<file path="config.mk">
export PLATFORM = sky130hd
export DESIGN_NAME = x1_vram_arbiter
export DESIGN_NICKNAME = d
export VERILOG_FILES = /design/src/rtl/x1_pkg.sv /design/src/rtl/x1_vram_io_decode.sv /design/src/rtl/x1_vram_arbiter.sv
export SDC_FILE = /design/constraint.sdc
export NUM_CORES = 1
export LEC_CHECK = 0
export ABC_AREA = 1
export BUFFER_PORTS_ARGS = -buffer_cell sky130_fd_sc_hd__buf_2
export CAP_MARGIN = 20
export CORE_MARGIN = 2
export CORE_UTILIZATION = 40
export CTS_CLUSTER_DIAMETER = 150
export DETAILED_ROUTE_END_ITERATION = 7
export GPL_ROUTABILITY_DRIVEN = 0
export HOLD_SLACK_MARGIN = 0.15
export MAX_ROUTING_LAYER = met4
export PLACE_DENSITY_LB_ADDON = 0.1
export SYNTH_ARGS = -nofsm -noshare
export SYNTH_HDL_FRONTEND = slang
export SYNTH_SLANG_ARGS = --single-unit
</file>
<file path="constraint.sdc">
create_clock -name clk_sys -period 1.6 [get_ports clk_sys]
set_input_delay 0.16 -clock clk_sys [delete_from_list [all_inputs] [get_ports clk_sys]]
set_output_delay 0.16 -clock clk_sys [all_outputs]
set_load 0.03 [all_outputs]
</file>
<file path="src/rtl/x1_pkg.sv">
// Shared types and constants for the X1 VRAM arbiter slice.
package x1_pkg;

  localparam int unsigned X1_VRAM_AW = 11;

  // I/O page selects on cpu_a[15:11]; bit 11 is a don't-care mirror.
  localparam logic [4:0] X1_IO_ATTR = 5'b00100;
  localparam logic [4:0] X1_IO_TEXT = 5'b00110;

  typedef enum logic [2:0] {IDLE, VRD, VCAP, CRD, CCAP, CWR} x1_state_e;

endpackage

</file>
<file path="src/rtl/x1_vram_io_decode.sv">
// Combinational Z80 I/O decode for the text and attribute VRAM windows.
module x1_vram_io_decode
  import x1_pkg::*;
#(
  parameter int unsigned AW = X1_VRAM_AW
) (
  input  logic [15:0]   cpu_a,
  input  logic          cpu_iorq_n,
  output logic          hit,
  output logic          sel_text,
  output logic [AW-1:0] offset
);

  logic attr_hit;
  logic text_hit;
  logic unused_mirror;

  assign unused_mirror = cpu_a[11];

  always_comb begin
    attr_hit = (cpu_a[15:12] == X1_IO_ATTR[4:1]);
    text_hit = (cpu_a[15:12] == X1_IO_TEXT[4:1]);
    hit      = !cpu_iorq_n && (attr_hit || text_hit);
    sel_text = text_hit;
    offset   = cpu_a[AW-1:0];
  end

endmodule

</file>
<file path="src/rtl/x1_vram_arbiter.sv">
// Serialises CPU I/O and video character fetches onto the text/attribute VRAMs,
// stretching CPU cycles with WAIT while an access is outstanding.
module x1_vram_arbiter
  import x1_pkg::*;
#(
  parameter int unsigned AW = X1_VRAM_AW
) (
  input  logic          clk_sys,
  input  logic          reset,
  input  logic [15:0]   cpu_a,
  input  logic          cpu_iorq_n,
  input  logic          cpu_rd_n,
  input  logic          cpu_wr_n,
  input  logic [7:0]    cpu_dout,
  output logic [7:0]    cpu_din,
  output logic          cpu_wait_n,
  input  logic          vid_req,
  input  logic [AW-1:0] vid_a,
  output logic          vid_ack,
  output logic [7:0]    vid_text,
  output logic [7:0]    vid_attr,
  output logic          vid_overrun,
  output logic [AW-1:0] tram_a,
  output logic [AW-1:0] aram_a,
  output logic          tram_we,
  output logic          aram_we,
  output logic [7:0]    vram_d,
  input  logic [7:0]    tram_q,
  input  logic [7:0]    aram_q
);

  x1_state_e     state_q, state_d;
  logic          cpu_pend_q, cpu_pend_d, cpu_hold_q, cpu_hold_d;
  logic [AW-1:0] cpu_addr_q, cpu_addr_d, vid_addr_q, vid_addr_d;
  logic          cpu_text_q, cpu_text_d, cpu_write_q, cpu_write_d;
  logic [7:0]    cpu_data_q, cpu_data_d;
  logic          vid_pend_q, vid_pend_d, last_vid_q, last_vid_d;
  logic [7:0]    cpu_din_q, cpu_din_d, vid_text_q, vid_text_d, vid_attr_q, vid_attr_d;
  logic          wait_n_q, wait_n_d, vid_ack_q, vid_ack_d, overrun_q, overrun_d;
  logic [AW-1:0] tram_a_q, tram_a_d, aram_a_q, aram_a_d;
  logic          tram_we_q, tram_we_d, aram_we_q, aram_we_d;
  logic [7:0]    vram_d_q, vram_d_d;

  logic          dec_hit, dec_text, cpu_capture, vid_busy;
  logic [AW-1:0] dec_offset;

  x1_vram_io_decode #(.AW(AW)) u_decode (
    .cpu_a      (cpu_a),
    .cpu_iorq_n (cpu_iorq_n),
    .hit        (dec_hit),
    .sel_text   (dec_text),
    .offset     (dec_offset)
  );

  always_comb begin
    state_d     = state_q;
    cpu_pend_d  = cpu_pend_q;
    cpu_addr_d  = cpu_addr_q;
    cpu_text_d  = cpu_text_q;
    cpu_write_d = cpu_write_q;
    cpu_data_d  = cpu_data_q;
    vid_pend_d  = vid_pend_q;
    vid_addr_d  = vid_addr_q;
    last_vid_d  = last_vid_q;
    cpu_din_d   = cpu_din_q;
    vid_text_d  = vid_text_q;
    vid_attr_d  = vid_attr_q;
    wait_n_d    = wait_n_q;
    overrun_d   = overrun_q;
    tram_a_d    = tram_a_q;
    aram_a_d    = aram_a_q;
    vram_d_d    = vram_d_q;
    vid_ack_d   = 1'b0;
    tram_we_d   = 1'b0;
    aram_we_d   = 1'b0;

    // One capture per IORQ cycle; the hold flag re-arms only once IORQ goes high.
    cpu_capture = dec_hit && (!cpu_rd_n || !cpu_wr_n) && !cpu_hold_q && !cpu_pend_q;
    cpu_hold_d  = cpu_iorq_n ? 1'b0 : (cpu_hold_q || cpu_capture);
    if (cpu_capture) begin
      cpu_pend_d  = 1'b1;
      cpu_addr_d  = dec_offset;
      cpu_text_d  = dec_text;
      cpu_write_d = !cpu_wr_n;
      cpu_data_d  = cpu_dout;
      wait_n_d    = 1'b0;
    end

    vid_busy = vid_pend_q || (state_q == VRD) || (state_q == VCAP);
    if (vid_req) begin
      if (vid_busy) begin
        overrun_d = 1'b1;
      end else begin
        vid_pend_d = 1'b1;
        vid_addr_d = vid_a;
      end
    end

    unique case (state_q)
      IDLE: begin
        if (vid_pend_q && (!cpu_pend_q || !last_vid_q)) begin
          state_d    = VRD;
          last_vid_d = 1'b1;
          tram_a_d   = vid_addr_q;
          aram_a_d   = vid_addr_q;
        end else if (cpu_pend_q) begin
          last_vid_d = 1'b0;
          state_d    = cpu_write_q ? CWR : CRD;
          vram_d_d   = cpu_write_q ? cpu_data_q : vram_d_q;
          if (cpu_text_q) tram_a_d = cpu_addr_q;
          else            aram_a_d = cpu_addr_q;
        end
      end
      VRD: state_d = VCAP;
      VCAP: begin
        vid_text_d = tram_q;
        vid_attr_d = aram_q;
        vid_ack_d  = 1'b1;
        vid_pend_d = 1'b0;
        state_d    = IDLE;
      end
      CRD: state_d = CCAP;
      CCAP: begin
        cpu_din_d  = cpu_text_q ? tram_q : aram_q;
        wait_n_d   = 1'b1;
        cpu_pend_d = 1'b0;
        state_d    = IDLE;
      end
      CWR: begin
        tram_we_d  = cpu_text_q;
        aram_we_d  = !cpu_text_q;
        wait_n_d   = 1'b1;
        cpu_pend_d = 1'b0;
        state_d    = IDLE;
      end
      default: state_d = IDLE;
    endcase
  end

  always_ff @(posedge clk_sys) begin
    if (reset) begin
      state_q     <= IDLE;
      cpu_pend_q  <= 1'b0;
      cpu_hold_q  <= 1'b0;
      cpu_addr_q  <= '0;
      cpu_text_q  <= 1'b0;
      cpu_write_q <= 1'b0;
      cpu_data_q  <= '0;
      vid_pend_q  <= 1'b0;
      vid_addr_q  <= '0;
      last_vid_q  <= 1'b1;
      cpu_din_q   <= '0;
      vid_text_q  <= '0;
      vid_attr_q  <= '0;
      wait_n_q    <= 1'b1;
      vid_ack_q   <= 1'b0;
      overrun_q   <= 1'b0;
      tram_a_q    <= '0;
      aram_a_q    <= '0;
      tram_we_q   <= 1'b0;
      aram_we_q   <= 1'b0;
      vram_d_q    <= '0;
    end else begin
      state_q     <= state_d;
      cpu_pend_q  <= cpu_pend_d;
      cpu_hold_q  <= cpu_hold_d;
      cpu_addr_q  <= cpu_addr_d;
      cpu_text_q  <= cpu_text_d;
      cpu_write_q <= cpu_write_d;
      cpu_data_q  <= cpu_data_d;
      vid_pend_q  <= vid_pend_d;
      vid_addr_q  <= vid_addr_d;
      last_vid_q  <= last_vid_d;
      cpu_din_q   <= cpu_din_d;
      vid_text_q  <= vid_text_d;
      vid_attr_q  <= vid_attr_d;
      wait_n_q    <= wait_n_d;
      vid_ack_q   <= vid_ack_d;
      overrun_q   <= overrun_d;
      tram_a_q    <= tram_a_d;
      aram_a_q    <= aram_a_d;
      tram_we_q   <= tram_we_d;
      aram_we_q   <= aram_we_d;
      vram_d_q    <= vram_d_d;
    end
  end

  assign cpu_din     = cpu_din_q;
  assign cpu_wait_n  = wait_n_q;
  assign vid_ack     = vid_ack_q;
  assign vid_text    = vid_text_q;
  assign vid_attr    = vid_attr_q;
  assign vid_overrun = overrun_q;
  assign tram_a      = tram_a_q;
  assign aram_a      = aram_a_q;
  assign tram_we     = tram_we_q;
  assign aram_we     = aram_we_q;
  assign vram_d      = vram_d_q;

endmodule

</file>
# [Word level (Yosys, flattened, before mapping)]
# Index checks and enable logic that the tools add are counted.
[word_totals] regBits=98 out_inout_bits=59
[op_classes] n_eq_ne=9 mux=14 n_bitwise=3 n_reduce_logical=31
[op_table] op="11-bit 2-to-1 mux" count=6
[op_table] op="3-bit 2-to-1 mux" count=3
[op_table] op="3-bit case mux with 3 select lines" count=1
[op_table] op="4-bit by 2-bit equality test with 1-bit output (second input constant)" count=2
[op_table] op="8-bit 2-to-1 mux" count=1
[op_table] op="1-bit logical NOT" count=7
[op_table] op="3-bit by 2-bit equality test with 1-bit output (second input constant)" count=2
[op_table] op="3-bit equality test (second input constant)" count=2
[op_table] op="1-bit logical OR" count=6
[op_table] op="2-bit AND reduction" count=3
[op_table] op="3-bit AND reduction" count=2
[op_table] op="2-bit OR reduction" count=3
[op_table] op="1-bit logical AND" count=5
[op_table] op="4-bit AND reduction" count=1
[op_table] op="2-bit nonzero test" count=2
[op_table] op="3-bit by 1-bit equality test with 1-bit output (second input constant)" count=1
[op_table] op="3-bit logical NOT" count=1
[op_table] op="1-bit 2-to-1 mux" count=3
[op_table] op="3-bit != test (second input constant)" count=1
[op_table] op="1-bit inverter" count=3
[op_table] op="3-bit OR reduction" count=1
[op_table] op="2-bit by 1-bit != test with 1-bit output (second input constant)" count=1

# [Logic depth before layout (Yosys ltp)]
[logic_depth] depth_word=7 ltp_mapped=9 mapped_depth_nobuf=7

# [Modules after synthesis]
# From an unflattened synthesis, not the netlist that was laid out.
[hier_totals] cells_unflattened=570 area_unflattened_um2=4164.0
[modules_own_cells] module="x1_vram_arbiter" instances=1 cells_per_inst=553 area_each_um2=4052.6
[modules_own_cells] module="x1_vram_io_decode" instances=1 cells_per_inst=17 area_each_um2=111.4

# [Worst setup path before layout]
# No wires, ideal clock.
[synth_path] path_kind="register -> register" from="register cpu_pend_q" to="register wait_n_q, in the netlist cpu_wait_n" arrival_time_ns=1.059 t_required_ns=1.467 slack_ns=0.408 stages_incl_launch_ff=9 n_path_buf=2 period_less_slack_ns=1.192 cell_sequence="dfxtp_1 -> buf_6 -> inv_4 -> nand3_1 -> nor2_2 -> inv_2 -> buf_6 -> nand2_1 -> nand3_1"
[synth_between] elab_chain_len=2
[synth_lines] element="start: declaration" line_no="x1_vram_arbiter.sv:33" rtl="logic cpu_pend_q, cpu_pend_d, cpu_hold_q, cpu_hold_d;"
[synth_lines] element="start signal: assignment" line_no="x1_vram_arbiter.sv:165" rtl="cpu_pend_q <= cpu_pend_d;"
[synth_lines] element="1-bit logical NOT" line_no="x1_vram_arbiter.sv:78" rtl="cpu_capture = dec_hit && (!cpu_rd_n || !cpu_wr_n) && !cpu_hold_q && !cpu_pend_q;"
[synth_lines] element="1-bit logical AND" line_no="x1_vram_arbiter.sv:78"
[synth_lines] element="end signal: assignment" line_no="x1_vram_arbiter.sv:177" rtl="wait_n_q <= wait_n_d;"
[synth_lines] element="end: declaration" line_no="x1_vram_arbiter.sv:39" rtl="logic wait_n_q, wait_n_d, vid_ack_q, vid_ack_d, overrun_q, overrun_d;"
# Every way passes these cells.
# A chain may end at the register's enable or synchronous reset.

# [Final worst setup path]
[layout_path] from="register cpu_pend_q" to="register vram_d_q[3], in the netlist vram_d[3]"
[layout_between] elab_chain_len=5
[layout_lines] element="1-bit logical NOT" line_no="x1_vram_arbiter.sv:101" rtl="if (vid_pend_q && (!cpu_pend_q || !last_vid_q)) begin"
[layout_lines] element="1-bit logical OR" line_no="x1_vram_arbiter.sv:101"
[layout_lines] element="1-bit logical AND" line_no="x1_vram_arbiter.sv:101"
[layout_lines] element="1-bit inverter (no line)"
[layout_lines] element="4-bit AND reduction (no line) *"
[layout_lines] element="end signal: assignment" line_no="x1_vram_arbiter.sv:184" rtl="vram_d_q <= vram_d_d;"
[layout_lines] element="end: declaration" line_no="x1_vram_arbiter.sv:42" rtl="logic [7:0] vram_d_q, vram_d_d;"
# Mark *: on every way between the ends. The rest lies on a longest branch, timed or not.

==> impl_metrics.toml <==
[clock_tree]
post_cts_buffers = 0
h-tree-depth = 3
cts_resized = 0
cts_hold_buf = 50
numCtsBuffers = 9
clock_latency_ns = 0.37
cts-root-buf = "clkbuf_8"
clock_sinks = 98
cts_tree = "built"
cts_buffer_depth = 2
clkTransAtPathRegs_ns = 0.09

[logic_synthesis]
netlist_top_cells_area = "dfxtp_1 48%, nand2_1 13%, nor2_1 12%"
yosysWarnings = 0
netlist_area_um2 = 4130
avgSynthCellArea_um2 = 7.18
synth_async_sr_flop_share_pct = 0
yosys.area.top_type_share_pct = 47.5
synth_nets = 632
ys_seq_elements = 98
ys_seq_area_share_pct = 47.5
syn_inst = 575
synth_flop_cell = "dfxtp_1"
synth_edf_count = 0
synth_cell_type_count = 29
yosys.area.top_type = "dfxtp_1"

[detailed_routing]
dr.pass1.iters = 5
wl_met3_um = 559
top_layer = "met4"
wl_per_cell_um = 12.1
via_per_inst = 4.53
vias = 3940
route.detailed.drc = 0
ant_nets = 0
wl_met2_mm = 4.84
wl_met1_mm = 4.98
drtIter0Drc = 119
wl_mm = 10.5

[finish]
final_common_cell = "nand2_1"
final_cell_mix = "147 x nand2_1, 128 x nor2_1, 114 x buf_2, 98 x dfxtp_1, 50 x dlygate4sd3_1"
stdcell_count = 870
n_antenna_cell = 0
final_core_util_pct = 53.8
nets = 786
syn_to_final_growth_pct = 32.8
drive_gt1_share_pct = 22.5

[setup_path]
start_kind = "register"
cp_slowest_stage_delay_ns = 0.45
cp.required_ns = 1.91
cp.arrival_ns = 1.73
path_delay_family = "simple AND/OR/NAND/NOR gates"
worstPathCellList = "nand2_4 > nand2_4 > nand2_1 > nor3_4 > nor2_1 > nor2_1"
path_max_fanout = 12
crit_buf_inv = 0
crit_slowest_cell = "dfxtp_1"
cp-end-kind = "register"
crit_type = "reg -> reg"

[floorplan]
die_w_um = 106
ioPinCount = 116
num_rows = 37
die_h_um = 106
start_util_pct = 40.5
coreArea_um2 = 10200
fp.dieArea_um2 = 11100

[hold_path]
min_path_type = "in -> reg"

[grt]
grt_pass1_wl_mm = 17.8
antenna_found_initial = 0
grt_pass1_vias = 3806
grt_overflow_total = 0
grt_usage_pct = 20.3
grt_max_degree = 44

[pwr]
comb_power_share_pct = 35.7
internal_power_uw = 4800
p_switching_uw = 3000
p_leak_uw = 0.00284
ir_drop_v = 0.000649
pwr-share-seq_pct = 40.1
finalPower_uw = 7800
power.density_nw_per_um2 = 1420
switching_share_pct = 38.5
power_frac_clock_pct = 24.1

[sta]
slew_headroom_pct = 73.5
hold_viol = 0
fmax_mhz = 699
fin_skew_ns = 0.00984
hold_slack_ns = 0.220
worst_pin_slew_ns = 0.396
setup_viol = 0
min_period_over_period_pct = 89.4
rsz0062_at_grt = "false"
drv_slew = 0
min_period_ns = 1.43
finalSetupTns_ns = 0

[place]
portBuffers = 114
dp_hpwl_mm = 7.09
dp.cells = 804

[flow_run]
max_cap_viol_count = 0

[status]
status = "complete, no violations"
==> stage by stage <==
| stage | setup slack [ns] | cell area (um^2) |
|---|---|---|
| global route | 0.0404 | 5480 |
| floorplan | 0.408 | 4130 |
| detailed placement | 0.162 | 4750 |
| CTS | 0.137 | 5480 |
| global placement | 0.206 | 4750 |
| finish | 0.170 | 5480 |
==> power by group through the flow <==
stage	registers (uW)	clock network (uW)	logic, uW
2_1_floorplan	3720	0	1590
3_3_place_gp	3170	0	2680
3_5_place_dp	3180	0	2700
4_1_cts	3130	1930	2810
5_1_grt	3190	2050	3110
6_report	3130	1880	2790
==> cell usage after synthesis (3+ instances only) <==
cell type / number
clkbuf_1: 5
a31oi_1: 8
nor2_2: 8
o21ai_0: 27
nand3_1: 32
buf_4: 5
inv_1: 48
buf_6: 9
a21oi_1: 6
buf_1: 3
nand2_1: 147
inv_2: 3
dfxtp_1: 98
buf_2: 9
nand2_2: 3
nor2_1: 128
nand4_1: 20
==> sequential cells by signal, indices dropped and copies added, names as in the netlist, 11 cells and up <==
signal      count
aram_a         11
cpu_addr_q     11
tram_a         11
vid_addr_q     11
==> cell type report <==
class	instances	area, um^2
repair buffers	175	1180
clock buffers	10	128
multi-input cells	391	1730
inverters	54	208
flip-flops and latches	98	1960
well taps	136	170
fillers	1028	4710
clock inverters	6	105
==> routing by layer <==
| metal | global-route usage [%] | up-vias |
|---|---|---|
| li1 | - | 2095 |
| met1 | 26.2 | 1724 |
| met2 | 32.3 | 110 |
| met3 | 3.71 | 11 |
| met4 | 7.05 | 0 |
| met5 | - | - |
==> worst paths after layout <==
kind | from | endpoint | slack (ns) | depth (start not counted)
worst max-delay path | cpu_pend_q | vram_d[3] | 0.17 | 6
worst min-delay path | vid_req | vid_overrun | 0.22 | 3
worst max register to register | cpu_pend_q | vram_d[3] | 0.17 | 6
worst min register to register | cpu_hold_q | cpu_hold_q | 0.46 | 2
==> cells by family (layout without fill, tap and decap cells) <==
| family | Yosys count | after routing | synth area share (%) |
|---|---|---|---|
| DFF | 98 | 98 | 47.5 |
| and+or+nand+nor | 346 | 346 | 36.0 |
| AOI/OAI and AO/OA | 45 | 45 | 5.85 |
| buffers and inverters | 86 | 245 | 10.6 |
==> tightest hold or removal path, stage by stage <==
cell and delay (ns):
buf_2 0.18, a21oi_1 0.16, nor2_1 0.05
No activity file was read; power rests on OpenSTA's default activity.
